[config.mk]
export PLATFORM = sky130hd
export DESIGN_NAME = twiddle_angle_gen
export DESIGN_NICKNAME = d
export VERILOG_FILES = /design/src/rtl/fft_pkg.sv /design/src/rtl/fix2float.sv /design/src/rtl/twiddle_angle_gen.sv
export SDC_FILE = /design/constraint.sdc
export NUM_CORES = 1
export LEC_CHECK = 0
export CELL_PAD_IN_SITES_DETAIL_PLACEMENT = 1
export CELL_PAD_IN_SITES_GLOBAL_PLACEMENT = 1
export CORE_MARGIN = 4
export CORE_UTILIZATION = 38
export DETAILED_ROUTE_END_ITERATION = 7
export GPL_TIMING_DRIVEN = 0
export PLACE_DENSITY_LB_ADDON = 0.1
export SLEW_MARGIN = 20
export SYNTH_ARGS = -nofsm -noshare
export SYNTH_HDL_FRONTEND = slang
export SYNTH_SLANG_ARGS = --single-unit
export TNS_END_PERCENT = 10
[constraint.sdc]
create_clock -name clk -period 4.85 [get_ports clk]
set_clock_uncertainty 0.2 [all_clocks]
set_input_delay 0.485 -clock clk [delete_from_list [all_inputs] [get_ports clk]]
set_output_delay 0.485 -clock clk [all_outputs]
set_load 0.01 [all_outputs]
[src/rtl/fft_pkg.sv]
// Shared FFT definitions: precision-dependent widths, fixed-point pi
// constants, float exponent offsets and the angle generator FSM states.
package fft_pkg;

  typedef enum logic [1:0] {
    IDLE = 2'd0,
    RUN  = 2'd1,
    DONE = 2'd2
  } fsm_state_e;

  // round(pi * 2^FRAC) for Q2.30 and Q2.62
  localparam logic [31:0] PI_Q_SP = 32'hC90F_DAA2;
  localparam logic [63:0] PI_Q_DP = 64'hC90F_DAA2_2168_C235;

  // bias - FRAC: converts a leading-one bit position into a biased exponent
  localparam int EXP_OFF_SP = 32'd97;
  localparam int EXP_OFF_DP = 32'd961;

  function automatic int fp_size(input bit dbl);
    return dbl ? 32'd64 : 32'd32;
  endfunction

  function automatic int fp_frac(input bit dbl);
    return fp_size(dbl) - 32'd2;
  endfunction

  function automatic int fp_bias(input bit dbl);
    return dbl ? 32'd1023 : 32'd127;
  endfunction

  function automatic int fp_exp_w(input bit dbl);
    return dbl ? 32'd11 : 32'd8;
  endfunction

  function automatic int fp_mant_w(input bit dbl);
    return dbl ? 32'd52 : 32'd23;
  endfunction

  function automatic int fp_exp_off(input bit dbl);
    return dbl ? EXP_OFF_DP : EXP_OFF_SP;
  endfunction

  function automatic logic [63:0] pi_q(input bit dbl);
    return dbl ? PI_Q_DP : {32'h0000_0000, PI_Q_SP};
  endfunction

endpackage

[src/rtl/fix2float.sv]
// Unsigned Q2.FRAC to IEEE-754 conversion with the sign forced negative.
// Purely combinational: leading-one search, left-normalise, truncate.
module fix2float
  import fft_pkg::*;
#(
  parameter bit DOUBLE = 1'b0,
  localparam int W = fp_size(DOUBLE)
) (
  input  logic [W-1:0] fix,
  output logic [W-1:0] flt
);

  localparam int EW   = fp_exp_w(DOUBLE);
  localparam int MW   = fp_mant_w(DOUBLE);
  localparam int EOFF = fp_exp_off(DOUBLE);

  logic [6:0]    lead_s;
  logic          found_s;
  logic [W-1:0]  shifted_s;
  logic [EW-1:0] exp_s;

  // Find the leading one, shift it to the MSB and pack sign/exponent/mantissa
  always_comb begin
    lead_s  = 7'd0;
    found_s = 1'b0;
    for (int i = 0; i < W; i++) begin
      lead_s  = fix[i] ? 7'(i) : lead_s;
      found_s = found_s | fix[i];
    end
    shifted_s = fix << (7'(W - 1) - lead_s);
    exp_s     = EW'(32'(lead_s) + EOFF);
    if (found_s) begin
      // the hidden one sits at bit W-1; the mantissa is the bits just below it
      flt = {1'b1, exp_s, shifted_s[W-2 -: MW]};
    end else begin
      flt = '0;
    end
  end

endmodule

[src/rtl/twiddle_angle_gen.sv]
// Emits theta_k = -2*pi*k/N for k = 0..N/2-1 as IEEE floats over a
// valid/ready interface. Phase is accumulated in Q2.FRAC and converted
// to float in a two-stage pipeline that freezes under backpressure.
module twiddle_angle_gen
  import fft_pkg::*;
#(
  parameter bit DOUBLE = 1'b0,
  parameter int LOG2N  = 4,
  localparam int SIZE  = fp_size(DOUBLE)
) (
  input  logic              clk,
  input  logic              rst,
  input  logic              start,
  output logic              busy,
  output logic [SIZE-1:0]   theta,
  output logic [LOG2N-2:0]  k_idx,
  output logic              valid,
  input  logic              ready,
  output logic              last,
  output logic              done
);

  localparam int KW = LOG2N - 1;
  localparam logic [KW-1:0]   K_LAST = {KW{1'b1}};
  localparam logic [SIZE-1:0] STEP_Q = SIZE'(pi_q(DOUBLE) >> (LOG2N - 1));

  fsm_state_e      state_r;
  logic            busy_r, done_r, feed_r;
  logic [KW-1:0]   k_r;
  logic [SIZE-1:0] phase_r;

  logic            s1_valid_r, s1_last_r;
  logic [KW-1:0]   s1_k_r;
  logic [SIZE-1:0] s1_phase_r;

  logic            valid_r, last_r;
  logic [KW-1:0]   k_idx_r;
  logic [SIZE-1:0] theta_r;

  logic            advance_s;
  logic [SIZE-1:0] flt_s;

  // The whole pipeline moves together unless a held output is refused
  assign advance_s = !(valid_r && !ready);

  // Run control: phase/index accumulation, busy and the done pulse
  always_ff @(posedge clk) begin
    if (rst) begin
      state_r <= IDLE;
      busy_r  <= 1'b0;
      done_r  <= 1'b0;
      feed_r  <= 1'b0;
      k_r     <= '0;
      phase_r <= '0;
    end else begin
      case (state_r)
        IDLE: begin
          done_r <= 1'b0;
          if (start) begin
            state_r <= RUN;
            busy_r  <= 1'b1;
            feed_r  <= 1'b1;
            k_r     <= '0;
            phase_r <= '0;
          end
        end
        RUN: begin
          if (advance_s && feed_r) begin
            k_r     <= k_r + KW'(1);
            phase_r <= phase_r + STEP_Q;
            feed_r  <= (k_r != K_LAST);
          end
          if (valid_r && ready && last_r) begin
            state_r <= DONE;
            busy_r  <= 1'b0;
            done_r  <= 1'b1;
          end
        end
        DONE: begin
          done_r  <= 1'b0;
          state_r <= IDLE;
        end
        default: begin
          state_r <= IDLE;
          busy_r  <= 1'b0;
          done_r  <= 1'b0;
          feed_r  <= 1'b0;
        end
      endcase
    end
  end

  // Stage 1: capture the phase and index being issued this cycle
  always_ff @(posedge clk) begin
    if (rst) begin
      s1_valid_r <= 1'b0;
      s1_last_r  <= 1'b0;
      s1_k_r     <= '0;
      s1_phase_r <= '0;
    end else if (advance_s) begin
      s1_valid_r <= feed_r;
      if (feed_r) begin
        s1_phase_r <= phase_r;
        s1_k_r     <= k_r;
        s1_last_r  <= (k_r == K_LAST);
      end
    end
  end

  fix2float #(.DOUBLE(DOUBLE)) u_fix2float (
    .fix (s1_phase_r),
    .flt (flt_s)
  );

  // Stage 2: register the converted angle onto the output interface
  always_ff @(posedge clk) begin
    if (rst) begin
      valid_r <= 1'b0;
      last_r  <= 1'b0;
      k_idx_r <= '0;
      theta_r <= '0;
    end else if (advance_s) begin
      valid_r <= s1_valid_r;
      last_r  <= s1_valid_r & s1_last_r;
      if (s1_valid_r) begin
        theta_r <= flt_s;
        k_idx_r <= s1_k_r;
      end
    end
  end

  assign busy  = busy_r;
  assign done  = done_r;
  assign valid = valid_r;
  assign last  = last_r;
  assign k_idx = k_idx_r;
  assign theta = theta_r;

endmodule

==> flow_metrics.env, run 1 <==
export IMPL_drt_wl_total_um=22800
export IMPL_clockRootBuffer="clkbuf_16"
export IMPL_setup_viol=0
export IMPL_final_hold_viol_count=0
export IMPL_grt_pass1_wl_um=36000
export IMPL_n_antenna_cell=0
export IMPL_vias_per_cell=5.69
export IMPL_crit_path_start_kind="register"
export IMPL_hold_class="reg2reg"
export IMPL_place_hpwl_um=17900
export IMPL_io_buffer_count=41
export IMPL_cts_buffers=9
export IMPL_core_area_sq_um=16100
export IMPL_tightestPinTransition_ns=0.887
export IMPL_path_clk_slew_ns=0.07
export IMPL_syn_nets=795
export IMPL_die_area_sq_um=18600
export IMPL_grt_max_degree=19
export IMPL_cts_sinks=110
export IMPL_clock_path_buffers=2
export IMPL_status="finished clean"
export IMPL_drc_errors=0
export IMPL_gp_congestion=0.882
export IMPL_min_period_ns=3.57
export IMPL_cellLeakagePower_nw=2.57
export IMPL_synth_most_common_cell="nand2_1"
export IMPL_fill_cells=1959
export IMPL_synth_edff_count=0
export IMPL_ys_async_sr_fraction=0
export IMPL_arrival_ns=3.58
export IMPL_yosysUniqueCellTypes=78
export IMPL_rsz0062_at_grt="no"
export IMPL_grt_total_usage=0.252
export IMPL_die_h_um=137
export IMPL_cts_tree="done"
export IMPL_via_count=6035
export IMPL_synthCells=787
export IMPL_global_route_overflow_total=0
export IMPL_hold_ws_ns=0.256
export IMPL_rows=46
export IMPL_max_freq_mhz=280
export IMPL_yosysWarnings=0
export IMPL_ys_ff_latch=110
export IMPL_seq_area_sq_um=2200
export IMPL_synth_common_cells="nand2_1, dfxtp_1, a21oi_1"
export IMPL_synth_top_area_share=0.351
export IMPL_yosysSeqAreaShare=0.351
export IMPL_nets=847
export IMPL_synthFlopType="dfxtp_1"
export IMPL_post_drt_wl_per_cell_um=21.5
export IMPL_start_util=0.391
export IMPL_max_cap_violations=0
export IMPL_ir_worst_vdd_uv=219
export IMPL_io_pins=43
export IMPL_finalMaxSlewViolations=0
export IMPL_clk_latency_ns=0.36
export IMPL_cts_htree_levels=3
export IMPL_dr_first_iter_drc_count=310
export IMPL_multi_input_area_sq_um=3720
export IMPL_final_util=0.451
export IMPL_crit_path_end_kind="register"
export IMPL_hold_buffers=0
export IMPL_cts_resized=0
export IMPL_die_w_um=137
export IMPL_tns_ns=0
export IMPL_dr_pass1_iters=5
export IMPL_synth_area_sq_um=6280
export IMPL_antenna_found_initial=0
export IMPL_max_slew_margin_rel=0.404
export IMPL_power_density_nw_per_um2=334
export IMPL_ys_top_cells_by_area="dfxtp_1, mux2i_1, nand2_1, a21oi_1, nor2_1"
export IMPL_min_period_over_period=0.737
export IMPL_critical_path_required_ns=4.86
export IMPL_antenna_left=0
export IMPL_synth_top_area_cell="dfxtp_1"
export IMPL_path_class="reg2reg"
export IMPL_post_cts_setup_buffer_count=0
export IMPL_syn_to_final_growth_pct=15.3
export IMPL_worstPathMaxFanout=10
export IMPL_grt_pass1_vias=6320
export IMPL_drive_above_1_share=0.0723
export IMPL_syn_avg_cell_area_sq_um=7.97
[critical path, stage by stage (launching register included)]
cell	delay, ns
dfxtp_1	0.54
nor2_1	0.14
o311ai_0	0.31
a2111oi_0	0.16
o21a_1	0.31
inv_2	0.10
clkbuf_1	0.59
mux2i_1	0.61
nor2_1	0.09
a2111oi_1	0.28
nor3_1	0.09
[per-stage QoR]
stage	power [mW]	setup slack (ns)	instances	cell area, sq um
floorplan	1.48	2.13	787	6280
global placement	1.70	1.05	1044	6960
detailed placement	1.71	1.01	1044	6960
CTS	2.44	1.33	1060	7240
global route	2.53	1.13	1060	7240
finish	2.42	1.28	1060	7240
[cell type report]
class,instances,area share
Tap cell,216,0.0373
Inverter,13,0.00674
Clock buffer,11,0.0335
Clock inverter,5,0.00536
Multi-Input combinational cell,606,0.514
Sequential cell,110,0.304
Buffer,58,0.0420
Timing Repair Buffer,41,0.0567
[state kept, by name, indices dropped and copies added (netlist names), 2 cells and up]
| name | count |
|---|---|
| k_idx | 3 |
| state_r | 2 |
| k_r | 3 |
| s1_phase_r | 30 |
| phase_r | 30 |
| theta | 32 |
| s1_k_r | 3 |
[cell usage in the layout (no fill, tap or decap), types with 7 or more instances in the layout]
cell             instances
nand3_1                 15
dfxtp_1                110
a211oi_1                 8
clkbuf_1                35
xor2_1                  11
nor3_1                  23
buf_2                   11
mux2i_1                 62
o21ai_0                 28
o21ai_1                  7
xnor2_1                 11
nor2_1                  63
a21oi_1                 97
clkbuf_16                9
a32o_1                   7
nand2_1                140
o21a_1                   8
clkdlybuf4s50_1         41
inv_1                   11
or3_1                   10
[layer usage]
metal,part of all wire,routed length (um),GRT usage,vias to the layer above
met5,0,0,0,-
met4,0.043,979,0.113,0
met3,0.034,769,0.0368,42
met2,0.50,11400,0.436,122
met1,0.43,9730,0.309,2959
li1,-,-,-,2912
[power breakdown]
group          internal (mW)  switching (mW)  leakage, nW
logic                  0.256           0.462         1.53
clock network          0.369           0.356        0.142
registers              0.939          0.0383        0.891
[cell families after synthesis]
group / after synthesis / share of synthesized area
AND/OR/NAND/NOR: 296 / 0.213
AO/OA/AOI/OAI: 216 / 0.225
flip-flops: 110 / 0.351
buffers and inverters: 71 / 0.0562
multiplexers: 68 / 0.117
XOR/XNOR: 22 / 0.0307
adder cells (fa/ha/maj): 4 / 0.00797
[path summary, 6_finish.rpt]
check	startpoint	end	slack, ns	cells past startpoint
worst min-delay path	theta[12]$_SDFFE_PP0P_	theta[12]$_SDFFE_PP0P_	0.26	1
worst max register to register	s1_phase_r[2]$_SDFFE_PP0P_	theta[17]$_SDFFE_PP0P_	1.28	10
worst max-delay path	s1_phase_r[2]$_SDFFE_PP0P_	theta[17]$_SDFFE_PP0P_	1.28	10
worst min register to register	theta[12]$_SDFFE_PP0P_	theta[12]$_SDFFE_PP0P_	0.26	1
No activity file was read; power rests on OpenSTA's default activity.
==> run 2: changes to the inputs <==
==> constraint.sdc (replaced) <==
create_clock -name clk -period 3.5 [get_ports clk]
set_clock_uncertainty 0.2 [all_clocks]
set_input_delay 0.35 -clock clk [delete_from_list [all_inputs] [get_ports clk]]
set_output_delay 0.35 -clock clk [all_outputs]
set_load 0.01 [all_outputs]
==> flow_metrics.env, run 2 (same netlist as run 1, synthesis figures left out) <==
export IMPL_max_freq_mhz=292
export IMPL_grt_max_degree=19
export IMPL_io_pins=43
export IMPL_final_common_cell="nand2_1"
export IMPL_rows=46
export IMPL_min_period_ns=3.43
export IMPL_worstPathMaxFanout=10
export IMPL_max_cap_violations=0
export IMPL_die_w_um=137
export IMPL_antenna_found_initial=0
export IMPL_crit_path_end_kind="register"
export IMPL_crit_path_start_kind="register"
export IMPL_grt_pass1_vias=6320
export IMPL_hold_buffers=0
export IMPL_clock_path_buffers=2
export IMPL_hold_class="reg2reg"
export IMPL_final_hold_viol_count=0
export IMPL_p_total_mw=3.36
export IMPL_setup_viol=0
export IMPL_gp_congestion=0.882
export IMPL_r2r_setup_slack_ns=0.07
export IMPL_global_route_overflow_total=0
export IMPL_arrival_ns=3.51
export IMPL_max_slew_margin_rel=0.398
export IMPL_core_area_sq_um=16100
export IMPL_grt_total_usage=0.252
export IMPL_die_area_sq_um=18600
export IMPL_final_util=0.452
export IMPL_tightestPinTransition_ns=0.895
export IMPL_path_class="reg2reg"
export IMPL_dr_pass1_iters=5
export IMPL_place_hpwl_um=17900
export IMPL_cts_htree_levels=3
export IMPL_antenna_left=0
export IMPL_cts_tree="done"
export IMPL_rsz0062_at_grt="no"
export IMPL_layout_common_cells="nand2_1, dfxtp_1, a21oi_1"
export IMPL_path_clk_slew_ns=0.07
export IMPL_ir_worst_vdd_uv=304
export IMPL_drt_wl_total_um=22800
export IMPL_via_count=6041
export IMPL_cts_sinks=110
export IMPL_syn_to_final_growth_pct=15.6
export IMPL_dr_first_iter_drc_count=286
export IMPL_clockRootBuffer="clkbuf_16"
export IMPL_hold_ws_ns=0.256
export IMPL_post_drt_wl_per_cell_um=21.6
export IMPL_nets=845
export IMPL_grt_pass1_wl_um=36000
export IMPL_cts_buffers=9
export IMPL_vias_per_cell=5.71
export IMPL_drive_above_1_share=0.0819
export IMPL_largest_register_ffs=32
export IMPL_drc_errors=0
export IMPL_min_period_over_period=0.980
export IMPL_die_h_um=137
export IMPL_critical_path_required_ns=3.58
export IMPL_status="finished clean"
export IMPL_cellLeakagePower_nw=2.57
export IMPL_n_antenna_cell=0
export IMPL_finalMaxSlewViolations=0
export IMPL_io_buffer_count=41
export IMPL_start_util=0.391
export IMPL_power_density_nw_per_um2=463
export IMPL_clk_latency_ns=0.36
==> run 2: worst paths after layout <==
path	startpoint	endpoint	depth (start not counted)
min	theta[12]$_SDFFE_PP0P_	theta[12]$_SDFFE_PP0P_	1
max	s1_phase_r[28]$_SDFFE_PP0P_	theta[18]$_SDFFE_PP0P_	7
max reg2reg	s1_phase_r[28]$_SDFFE_PP0P_	theta[18]$_SDFFE_PP0P_	7
min reg2reg	theta[12]$_SDFFE_PP0P_	theta[12]$_SDFFE_PP0P_	1
==> run 2: final cells by class <==
| cell class | instances | area [sq um] |
|---|---|---|
| fill | 1954 | 8800 |
| multi-input combinational | 606 | 3750 |
| sequential | 110 | 2200 |
| timing repair buffer | 41 | 410 |
| buffer | 56 | 298 |
| tap | 216 | 270 |
| clock buffer | 11 | 243 |
| inverter | 13 | 48.8 |
| clock inverter | 5 | 38.8 |
==> run 2: metal layers <==
metal | routed length [um] | share of wire | track usage | vias up
li1 | - | - | - | 2906
met1 | 9730 | 0.43 | 0.309 | 2973
met2 | 11400 | 0.50 | 0.436 | 120
met3 | 769 | 0.034 | 0.0368 | 42
met4 | 983 | 0.043 | 0.113 | 0
met5 | 0 | 0 | 0 | -
==> run 2: what timing repair did <==
item | in CTS | in global routing
pin swaps | 0 | 1
buffers inserted | 0 | 0
resized for setup | 1 | 8
endpoints found under the setup margin | 1 | 12
==> run 2: worst max-delay path, stage by stage, from the launching register on <==
cell and delay (ns):
dfxtp_1 0.31, buf_6 0.13, nor4_2 0.79, nand2_1 0.43, nor2_1 0.59, nand2_1 0.33, a211o_1 0.39, a31oi_1 0.17
==> run 2: stage by stage <==
step	cells	worst slack (ns)	setup TNS (ns)	cell area [sq um]
finish	1058	0.0701	0	7260
global route	1058	0.000136	0	7260
CTS	1060	0.0879	0	7240
detailed placement	1044	-0.206	-1.50	6960
global placement	1044	-0.169	-1.11	6960
floorplan	787	0.780	0	6280
==> run 2: power breakdown <==
part | total, mW | internal (mW) | switching [mW] | leakage [nW]
logic | 1.00 | 0.360 | 0.641 | 1.54
registers | 1.35 | 1.30 | 0.0540 | 0.891
clock network | 1.01 | 0.512 | 0.495 | 0.142
total | 3.36 | 2.17 | 1.19 | 2.57
